$ cat src/rtl/md5_multi_pkg.sv
// Shared types and the leading-zero-nibble test for the multi-lane MD5 engine.
package md5_multi_pkg;
    localparam int DIGEST_WIDTH = 128;
    localparam int MAX_NIBBLES  = DIGEST_WIDTH / 4;

    typedef logic [DIGEST_WIDTH-1:0] digest_t;
    typedef logic [127:0]            header_t;
    typedef logic [31:0]             seq_t;
    typedef logic [3:0]              lane_idx_t;

    // True when the top 'count' hex digits of the digest are zero.
    // A count above 32 naturally saturates because every nibble is then inspected.
    function automatic logic nibbles_zero(input digest_t digest, input logic [5:0] count);
        logic ok;
        ok = 1'b1;
        for (int i = 0; i < MAX_NIBBLES; i++) begin
            if ((i < int'(count)) && (digest[DIGEST_WIDTH-1-4*i -: 4] != 4'h0)) begin
                ok = 1'b0;
            end
        end
        return ok;
    endfunction
endpackage

$ cat src/rtl/md5_multi_lane_engine_if.sv
// Block-input and result-output bundle of the multi-lane MD5 engine.
// The slave side is the engine, the master side is the block generator / formatter.
interface md5_multi_lane_engine_if #(
    parameter int BLOCK_WIDTH  = 512,
    parameter int HEADER_WIDTH = 128,
    parameter int SEQ_WIDTH    = 32
);
    logic                    md5_block_ready;
    logic                    md5_block_valid;
    logic [BLOCK_WIDTH-1:0]  md5_block_data;
    logic                    result_valid;
    logic [HEADER_WIDTH-1:0] result_data;
    logic [SEQ_WIDTH-1:0]    result_seq;

    modport master (
        input  md5_block_ready, result_valid, result_data, result_seq,
        output md5_block_valid, md5_block_data
    );

    modport slave (
        output md5_block_ready, result_valid, result_data, result_seq,
        input  md5_block_valid, md5_block_data
    );
endinterface

$ cat src/rtl/md5_lane.sv
// One hashing lane: the core plus the header/sequence it is working on and the
// in-flight / pending / hit bookkeeping used by in-order retirement.
module md5_lane import md5_multi_pkg::*; #(
    parameter int BLOCK_WIDTH  = 512,
    parameter int HEADER_WIDTH = 128,
    parameter int SEQ_WIDTH    = 32
) (
    input  logic                    clk,
    input  logic                    reset,
    input  logic [5:0]              zero_nibbles,
    input  logic                    take,
    input  logic [BLOCK_WIDTH-1:0]  block,
    input  logic [SEQ_WIDTH-1:0]    seq_in,
    input  logic                    pop,
    output logic                    free,
    output logic                    pending,
    output logic                    hit,
    output logic [HEADER_WIDTH-1:0] header,
    output logic [SEQ_WIDTH-1:0]    seq
);
    logic    core_ready;
    logic    digest_valid;
    digest_t digest;
    logic    in_flight;

    md5_top u_core (
        .clk          (clk),
        .reset        (reset),
        .start        (take),
        .block        (block),
        .ready        (core_ready),
        .digest_valid (digest_valid),
        .digest       (digest)
    );

    assign free = core_ready && !pending && !in_flight;

    // Capture block identity on take; latch the hit verdict when the digest arrives.
    always_ff @(posedge clk) begin
        if (!reset) begin
            in_flight <= 1'b0;
            pending   <= 1'b0;
            hit       <= 1'b0;
            header    <= '0;
            seq       <= '0;
        end else begin
            if (take) begin
                in_flight <= 1'b1;
                header    <= block[BLOCK_WIDTH-1 -: HEADER_WIDTH];
                seq       <= seq_in;
            end
            if (digest_valid) begin
                in_flight <= 1'b0;
                pending   <= 1'b1;
                hit       <= nibbles_zero(digest, zero_nibbles);
            end else if (pop) begin
                pending <= 1'b0;
            end
        end
    end
endmodule

$ cat src/rtl/md5_top.sv
// Stand-in for the md5_top hashing core with the same handshake: one block in,
// one digest_valid pulse out after a per-block latency. The digest is taken from
// block[127:0] and the latency (cycles, 0 treated as 1) from block[135:128], so
// lane sequencing can be exercised without the full round pipeline.
module md5_top (
    input  logic         clk,
    input  logic         reset,
    input  logic         start,
    input  logic [511:0] block,
    output logic         ready,
    output logic         digest_valid,
    output logic [127:0] digest
);
    logic [7:0] count;
    logic       busy;
    logic       unused_block_bits;

    assign ready             = !busy;
    assign unused_block_bits = ^block[511:136];

    // Down-counter from the block's latency field; terminal count emits the digest pulse.
    always_ff @(posedge clk) begin
        if (!reset) begin
            busy         <= 1'b0;
            count        <= 8'd0;
            digest_valid <= 1'b0;
            digest       <= '0;
        end else begin
            digest_valid <= 1'b0;
            if (start && !busy) begin
                busy   <= 1'b1;
                count  <= (block[135:128] == 8'd0) ? 8'd1 : block[135:128];
                digest <= block[127:0];
            end else if (busy) begin
                if (count == 8'd1) begin
                    busy         <= 1'b0;
                    digest_valid <= 1'b1;
                end else begin
                    count <= count - 8'd1;
                end
            end
        end
    end
endmodule

$ cat src/rtl/md5_multi_lane_engine.sv
// Multi-lane MD5 search engine: round-robin dispatch to NUM_LANES cores,
// strictly in-order retirement, first hit reported once, then halt until restart.
//
// state    | meaning
// ---------+-----------------------------------------------------------
// ST_RUN   | normal dispatch/retire
// ST_DRAIN | restart seen with blocks outstanding; input held off until empty
module md5_multi_lane_engine import md5_multi_pkg::*; #(
    parameter int NUM_LANES    = 4,
    parameter int BLOCK_WIDTH  = 512,
    parameter int HEADER_WIDTH = 128,
    parameter int SEQ_WIDTH    = 32
) (
    input  logic                   clk,
    input  logic                   reset,
    input  logic [5:0]             zero_nibbles,
    input  logic                   restart,
    output logic                   done,
    md5_multi_lane_engine_if.slave bus
);
    localparam int PTR_W = (NUM_LANES > 1) ? $clog2(NUM_LANES) : 1;
    localparam int CNT_W = $clog2(NUM_LANES + 1);

    localparam logic [0:0] ST_RUN   = 1'b0;
    localparam logic [0:0] ST_DRAIN = 1'b1;

    logic [0:0]              state;
    logic [PTR_W-1:0]        disp_ptr;
    logic [PTR_W-1:0]        ret_ptr;
    logic [PTR_W-1:0]        disp_ptr_next;
    logic [PTR_W-1:0]        ret_ptr_next;
    logic [SEQ_WIDTH-1:0]    seq;
    logic [CNT_W-1:0]        outstanding;
    logic [NUM_LANES-1:0]    lane_free;
    logic [NUM_LANES-1:0]    lane_pending;
    logic [NUM_LANES-1:0]    lane_hit;
    logic [NUM_LANES-1:0]    lane_take;
    logic [NUM_LANES-1:0]    lane_pop;
    logic [HEADER_WIDTH-1:0] lane_header [NUM_LANES];
    logic [SEQ_WIDTH-1:0]    lane_seq    [NUM_LANES];
    logic                    accept;
    logic                    retire;
    logic                    restart_pending;
    logic                    restart_clear;

    assign restart_pending     = (state == ST_DRAIN);
    assign bus.md5_block_ready = reset && !done && !restart_pending && lane_free[disp_ptr];
    assign accept              = bus.md5_block_ready && bus.md5_block_valid;
    assign retire              = lane_pending[ret_ptr];

    // Single-lane builds keep both pointers pinned at zero.
    assign disp_ptr_next = (NUM_LANES == 1) ? '0 : disp_ptr + 1'b1;
    assign ret_ptr_next  = (NUM_LANES == 1) ? '0 : ret_ptr + 1'b1;

    // An idle engine restarts on the spot; otherwise the clear waits for the drain.
    assign restart_clear = ((state == ST_RUN) && restart && (outstanding == '0) && !accept) ||
                           ((state == ST_DRAIN) && (outstanding == '0));

    for (genvar i = 0; i < NUM_LANES; i++) begin : g_lane
        assign lane_take[i] = accept && (disp_ptr == PTR_W'(i));
        assign lane_pop[i]  = retire && (ret_ptr == PTR_W'(i));

        md5_lane #(
            .BLOCK_WIDTH  (BLOCK_WIDTH),
            .HEADER_WIDTH (HEADER_WIDTH),
            .SEQ_WIDTH    (SEQ_WIDTH)
        ) u_lane (
            .clk          (clk),
            .reset        (reset),
            .zero_nibbles (zero_nibbles),
            .take         (lane_take[i]),
            .block        (bus.md5_block_data),
            .seq_in       (seq),
            .pop          (lane_pop[i]),
            .free         (lane_free[i]),
            .pending      (lane_pending[i]),
            .hit          (lane_hit[i]),
            .header       (lane_header[i]),
            .seq          (lane_seq[i])
        );
    end

    // Restart sequencing: hold in DRAIN until every outstanding block has retired.
    always_ff @(posedge clk) begin
        if (!reset) begin
            state <= ST_RUN;
        end else begin
            case (state)
                ST_RUN:   if (restart && !restart_clear) state <= ST_DRAIN;
                ST_DRAIN: if (restart_clear) state <= ST_RUN;
                default:  state <= ST_RUN;
            endcase
        end
    end

    // Dispatch/retire pointers, occupancy, and the one-shot result report.
    always_ff @(posedge clk) begin
        if (!reset) begin
            disp_ptr         <= '0;
            ret_ptr          <= '0;
            seq              <= '0;
            outstanding      <= '0;
            done             <= 1'b0;
            bus.result_valid <= 1'b0;
            bus.result_data  <= '0;
            bus.result_seq   <= '0;
        end else begin
            bus.result_valid <= 1'b0;
            if (accept) begin
                disp_ptr <= disp_ptr_next;
                seq      <= seq + 1'b1;
            end
            if (retire) begin
                ret_ptr <= ret_ptr_next;
                if (lane_hit[ret_ptr] && !done) begin
                    bus.result_valid <= 1'b1;
                    bus.result_data  <= lane_header[ret_ptr];
                    bus.result_seq   <= lane_seq[ret_ptr];
                    done             <= 1'b1;
                end
            end
            if (accept && !retire) begin
                outstanding <= outstanding + 1'b1;
            end else if (!accept && retire) begin
                outstanding <= outstanding - 1'b1;
            end
            if (restart_clear) begin
                disp_ptr <= '0;
                ret_ptr  <= '0;
                seq      <= '0;
                done     <= 1'b0;
            end
        end
    end
endmodule

$ cat src/flat_wrapper.sv
// flat-port wrapper written by rule: the top's interface ports become plain ports
module md5_multi_lane_engine_flat import md5_multi_pkg::*;
#(
    parameter int NUM_LANES    = 4,
    parameter int BLOCK_WIDTH  = 512,
    parameter int HEADER_WIDTH = 128,
    parameter int SEQ_WIDTH    = 32
)
  (clk, reset, zero_nibbles, restart, done, bus_md5_block_ready, bus_result_valid, bus_result_data, bus_result_seq, bus_md5_block_valid, bus_md5_block_data);
  md5_multi_lane_engine_if #(.BLOCK_WIDTH(BLOCK_WIDTH), .HEADER_WIDTH(HEADER_WIDTH), .SEQ_WIDTH(SEQ_WIDTH)) bus_i ();
  input  logic clk;
  input  logic reset;
  input  logic [5:0] zero_nibbles;
  input  logic restart;
  output logic done;
  output wire logic [$bits(bus_i.md5_block_ready)-1:0] bus_md5_block_ready;
  output wire logic [$bits(bus_i.result_valid)-1:0] bus_result_valid;
  output wire logic [$bits(bus_i.result_data)-1:0] bus_result_data;
  output wire logic [$bits(bus_i.result_seq)-1:0] bus_result_seq;
  input wire logic [$bits(bus_i.md5_block_valid)-1:0] bus_md5_block_valid;
  input wire logic [$bits(bus_i.md5_block_data)-1:0] bus_md5_block_data;
  assign bus_md5_block_ready = bus_i.md5_block_ready;
  assign bus_result_valid = bus_i.result_valid;
  assign bus_result_data = bus_i.result_data;
  assign bus_result_seq = bus_i.result_seq;
  assign bus_i.md5_block_valid = bus_md5_block_valid;
  assign bus_i.md5_block_data = bus_md5_block_data;
  md5_multi_lane_engine #(.NUM_LANES(NUM_LANES), .BLOCK_WIDTH(BLOCK_WIDTH), .HEADER_WIDTH(HEADER_WIDTH), .SEQ_WIDTH(SEQ_WIDTH)) u_core (.clk(clk), .reset(reset), .zero_nibbles(zero_nibbles), .restart(restart), .done(done), .bus(bus_i));
endmodule
$ cat config.mk
export PLATFORM = sky130hd
export DESIGN_NAME = md5_multi_lane_engine_flat
export DESIGN_NICKNAME = d
export VERILOG_FILES = /design/src/rtl/md5_multi_pkg.sv /design/src/rtl/md5_multi_lane_engine_if.sv /design/src/rtl/md5_lane.sv /design/src/rtl/md5_top.sv /design/src/rtl/md5_multi_lane_engine.sv /design/src/flat_wrapper.sv
export SDC_FILE = /design/constraint.sdc
export NUM_CORES = 2
export LEC_CHECK = 0
export BUFFER_PORTS_ARGS = -buffer_cell sky130_fd_sc_hd__buf_2
export CORE_ASPECT_RATIO = 1.2
export CORE_MARGIN = 2
export CORE_UTILIZATION = 59
export CTS_BUF_LIST = sky130_fd_sc_hd__clkbuf_4
export DETAILED_ROUTE_END_ITERATION = 7
export PLACE_DENSITY = 0.77
export RECOVER_POWER = 25
export SETUP_SLACK_MARGIN = 0.1
export SLEW_MARGIN = 15
export SYNTH_ARGS = -nofsm -noshare
export SYNTH_HDL_FRONTEND = slang
export SYNTH_SLANG_ARGS = --single-unit
$ cat constraint.sdc
create_clock -name clk -period 7.6 [get_ports clk]
set_input_delay 1.52 -clock clk [delete_from_list [all_inputs] [get_ports clk]]
set_output_delay 1.52 -clock clk [all_outputs]
set_load 0.05 [all_outputs]
==> reports/metrics.cfg <==
[worst_setup_path]
worst_ep_arrival_time_ns=6.89
crit_type=register to register
worstSetupEndpointType=register
critPathMaxFanout=57
critical_path.slowest_cell=sky130_fd_sc_hd__and4_1
family_of_cells_with_the_greatest_summed_delay_on_the_critical_path=simple AND/OR/NAND/NOR gates
startpoint_type=register
cells_along_the_critical_path=nor4b_1, or3_1, and4_1, clkbuf_1, nand2_1, a21oi_1
worst-endpoint-required_ns=8.65
crit_path_max_incr_delay_ns=2.31
critical_path.n_buffers_inverters=1

[synthesis]
post-synth-top-area-fraction_pct=51.19
netlist.top_cell.by_area=sky130_fd_sc_hd__dfxtp_1
synth.cells.most_frequent=sky130_fd_sc_hd__nand2_1, sky130_fd_sc_hd__dfxtp_1, sky130_fd_sc_hd__a21oi_1, sky130_fd_sc_hd__clkbuf_1, sky130_fd_sc_hd__nand3_1
synthesis.nets=7278
synth-seq-area-share_pct=51.19
ys_top_cells_by_area=sky130_fd_sc_hd__dfxtp_1, sky130_fd_sc_hd__nand2_1, sky130_fd_sc_hd__a21oi_1
asyncSetResetFlopFracSynth_pct=0
postSynth.topFlopCell=sky130_fd_sc_hd__dfxtp_1
syn-instance-count=6737
yosysMostFrequentCell=sky130_fd_sc_hd__nand2_1
count_of_different_cell_masters_after_synthesis=70
netlist_area_mm2=0.05499
syn_avg_cell_area_um2=8.162
synth-seq-cells=1406
edff_count_synth=0
yosys_warnings=0

[timing]
number_of_hold_violations_in_the_final_report=0
timing.final.max_slew_violations=800
grt_setup_unrepaired=no
slew_headroom_pct=-169.1
tightestPinTransition_ns=4.036
fin_ws_ns=1.760
setup-tns-final_ns=0
worst_clock_skew_ns=0.1400
post-route-period-util_pct=76.85
fmax_mhz=171.2
setup_viol=0
period_needed_ns=5.840

[global_route]
first_pass_grt_wire_length_um=247100
grt_start_max_net_pins=253
grt-ovfl-total=0
grt_pass1_vias=46506
grtUsageTotal_pct=32.38
grt_antenna_before_repair=87

[pwr]
power_per_cell_area_mw_per_mm2=241.6
irDropWorstVdd_mv=0.1577
cellLeakagePower_nw=21.81

[clock_tree]
clock_path_buffers=4
numCtsBuffers=355
post_cts_hold_buffer_count=0
cts_root_buffer=sky130_fd_sc_hd__clkbuf_4
clk-insertion-delay-late_ns=1.23
cts.clk_slew.worst_paths_ns=0.07
cts_repair_resize_count=0
cts_post_setup_buffers_inserted=0
cts_num_sinks=1406
cts_tree=built
clock_tree.htree_level_count=5

[min_path]
worst_min_delay_path_category=register to register

[floorplanning]
placement_rows=122
floorplan.io_pins=685
placeableCoreArea_mm2=0.09235
die_h_um=338.4
die_area_mm2=0.09567
die-width_um=282.7
floorplan.initialDensity_pct=59.54

[route]
drt_first_iter_violations=4825
drt_first_pass_iters=7
via_count=49318
detail_route.drc_violations=0
vias_per_cell=5.749
routed_wire_length_per_instance_um=18.58
totalWireLength_um=159400
drt.antenna.violating_nets=0

[layout]
area.sequential_mm2=0.02815
multi_input_gate_area_mm2=0.02450
finish.net_count=7594
fill_cells=7777
synthToLayoutAreaGrowth_pct=11.43
final_layout_size_suffix_gt1_share_pct=15.98

[placement]
numPortBuffers=436
pre_cts_ws_ns=2.786
gp_congestion=0.9079
detailedPlacementHpwl_um=94970

[job]
maxCapViolations=12

[outcome]
violations_in_the_final_reports=capacitance limit, slew limit
run_status=finished, violations left

metal layers:
layer,track usage (%),vias to the layer above,share of wire [%]
met4,13.60,64,3.1
met1,40.85,23384,40
met5,0,-,0.26
met2,51.19,2023,47
li1,-,23469,-
met3,10.09,378,10
area by class of cell:
| cell class | instances | area share [%] |
|---|---|---|
| Sequential cell | 1406 | 45.94 |
| Multi-Input combinational cell | 4784 | 39.99 |
| Clock buffer | 495 | 6.065 |
| Timing Repair Buffer | 481 | 4.298 |
| Tap cell | 1240 | 2.532 |
| Clock inverter | 89 | 0.7719 |
| Antenna cell | 58 | 0.2369 |
| Inverter | 25 | 0.1654 |
power by group:
group          switching, mW  leakage (nW)  internal, mW
registers             0.0941          11.3          7.53
clock network           2.96          2.50          3.12
logic                  0.766          7.97         0.338
flip-flops by register name (all words and copies together) (netlist names):
register and count:
u_core.bus.result_data 128, u_core.bus.result_seq 32, u_core.bus.result_valid 1, u_core.disp_ptr 2, u_core.done 1, u_core.g_lane.u_lane.header 512
u_core.g_lane.u_lane.hit 4, u_core.g_lane.u_lane.in_flight 4, u_core.g_lane.u_lane.pending 4, u_core.g_lane.u_lane.seq 128, u_core.g_lane.u_lane.u_core.busy 4, u_core.g_lane.u_lane.u_core.count 32
u_core.g_lane.u_lane.u_core.digest 512, u_core.g_lane.u_lane.u_core.digest_valid 4, u_core.outstanding 3, u_core.restart_pending 1, u_core.ret_ptr 2, u_core.seq 32
per-stage QoR:
stage	hold slack (ns)	utilization, %	instance area, µm²	total power, mW	cells
2_1_floorplan	0.4240	-	54990	8.459	6737
3_3_place_gp	0.4312	61.77	57050	8.840	7936
3_5_place_dp	0.4395	61.77	57050	8.870	7936
4_1_cts	0.4371	66.31	61240	14.89	8520
5_1_grt	0.4638	66.28	61210	15.41	8551
6_report	0.4461	66.35	61280	14.81	8578
tightest hold or removal path, stage by stage (launching register included):
cell and delay (ns):
sky130_fd_sc_hd__dfxtp_1 0.31, sky130_fd_sc_hd__nand3_1 0.06, sky130_fd_sc_hd__nand2_1 0.04
logic make-up after synthesis:
logic type               count (synthesis)  synth area share (%)
AND/OR/NAND/NOR                       3165                 23.33
flip-flops                            1406                 51.19
AO/OA/AOI/OAI                         1384                 13.25
buffers and inverters                  547                 4.321
multiplexers                           166                 6.665
XOR/XNOR                                48                0.7645
adder cells (fa/ha/maj)                 21                0.4824
cells in the final DEF, fill, tap and decap left out, types with 6 or more instances in the layout:
| master | n |
|---|---|
| sky130_fd_sc_hd__nand2_1 | 2615 |
| sky130_fd_sc_hd__dfxtp_1 | 1405 |
| sky130_fd_sc_hd__a21oi_1 | 1238 |
| sky130_fd_sc_hd__clkbuf_4 | 495 |
| sky130_fd_sc_hd__buf_2 | 424 |
| sky130_fd_sc_hd__nand3_1 | 210 |
| sky130_fd_sc_hd__mux4_2 | 160 |
| sky130_fd_sc_hd__nor4_1 | 105 |
| sky130_fd_sc_hd__nor2_1 | 101 |
| sky130_fd_sc_hd__clkinv_1 | 68 |
| sky130_fd_sc_hd__diode_2 | 58 |
| sky130_fd_sc_hd__xnor2_1 | 38 |
| sky130_fd_sc_hd__or4_1 | 37 |
| sky130_fd_sc_hd__buf_4 | 29 |
| sky130_fd_sc_hd__o21ai_0 | 28 |
| sky130_fd_sc_hd__o41ai_1 | 24 |
| sky130_fd_sc_hd__inv_1 | 24 |
| sky130_fd_sc_hd__nor3_1 | 24 |
| sky130_fd_sc_hd__a211oi_1 | 24 |
| sky130_fd_sc_hd__o22ai_1 | 20 |
| sky130_fd_sc_hd__ha_1 | 18 |
| sky130_fd_sc_hd__or3_1 | 17 |
| sky130_fd_sc_hd__clkbuf_1 | 14 |
| sky130_fd_sc_hd__buf_12 | 11 |
| sky130_fd_sc_hd__xor2_1 | 10 |
| sky130_fd_sc_hd__nand4_1 | 9 |
| sky130_fd_sc_hd__a31oi_1 | 7 |
| sky130_fd_sc_hd__nand2b_1 | 7 |
| sky130_fd_sc_hd__clkinv_2 | 6 |
worst paths after layout:
path                            cells past startpoint  slack (ns)                                        end                                       from
worst max register to register                      6        1.76          u_core.g_lane[0].u_lane.header[6]                         u_core.disp_ptr[0]
worst min register to register                      2        0.45  u_core.g_lane[1].u_lane.u_core.digest[83]  u_core.g_lane[1].u_lane.u_core.digest[83]
worst min-delay path                                2        0.45  u_core.g_lane[1].u_lane.u_core.digest[83]  u_core.g_lane[1].u_lane.u_core.digest[83]
worst max-delay path                                6        1.76          u_core.g_lane[0].u_lane.header[6]                         u_core.disp_ptr[0]
Power figures use the tool's default switching activity.
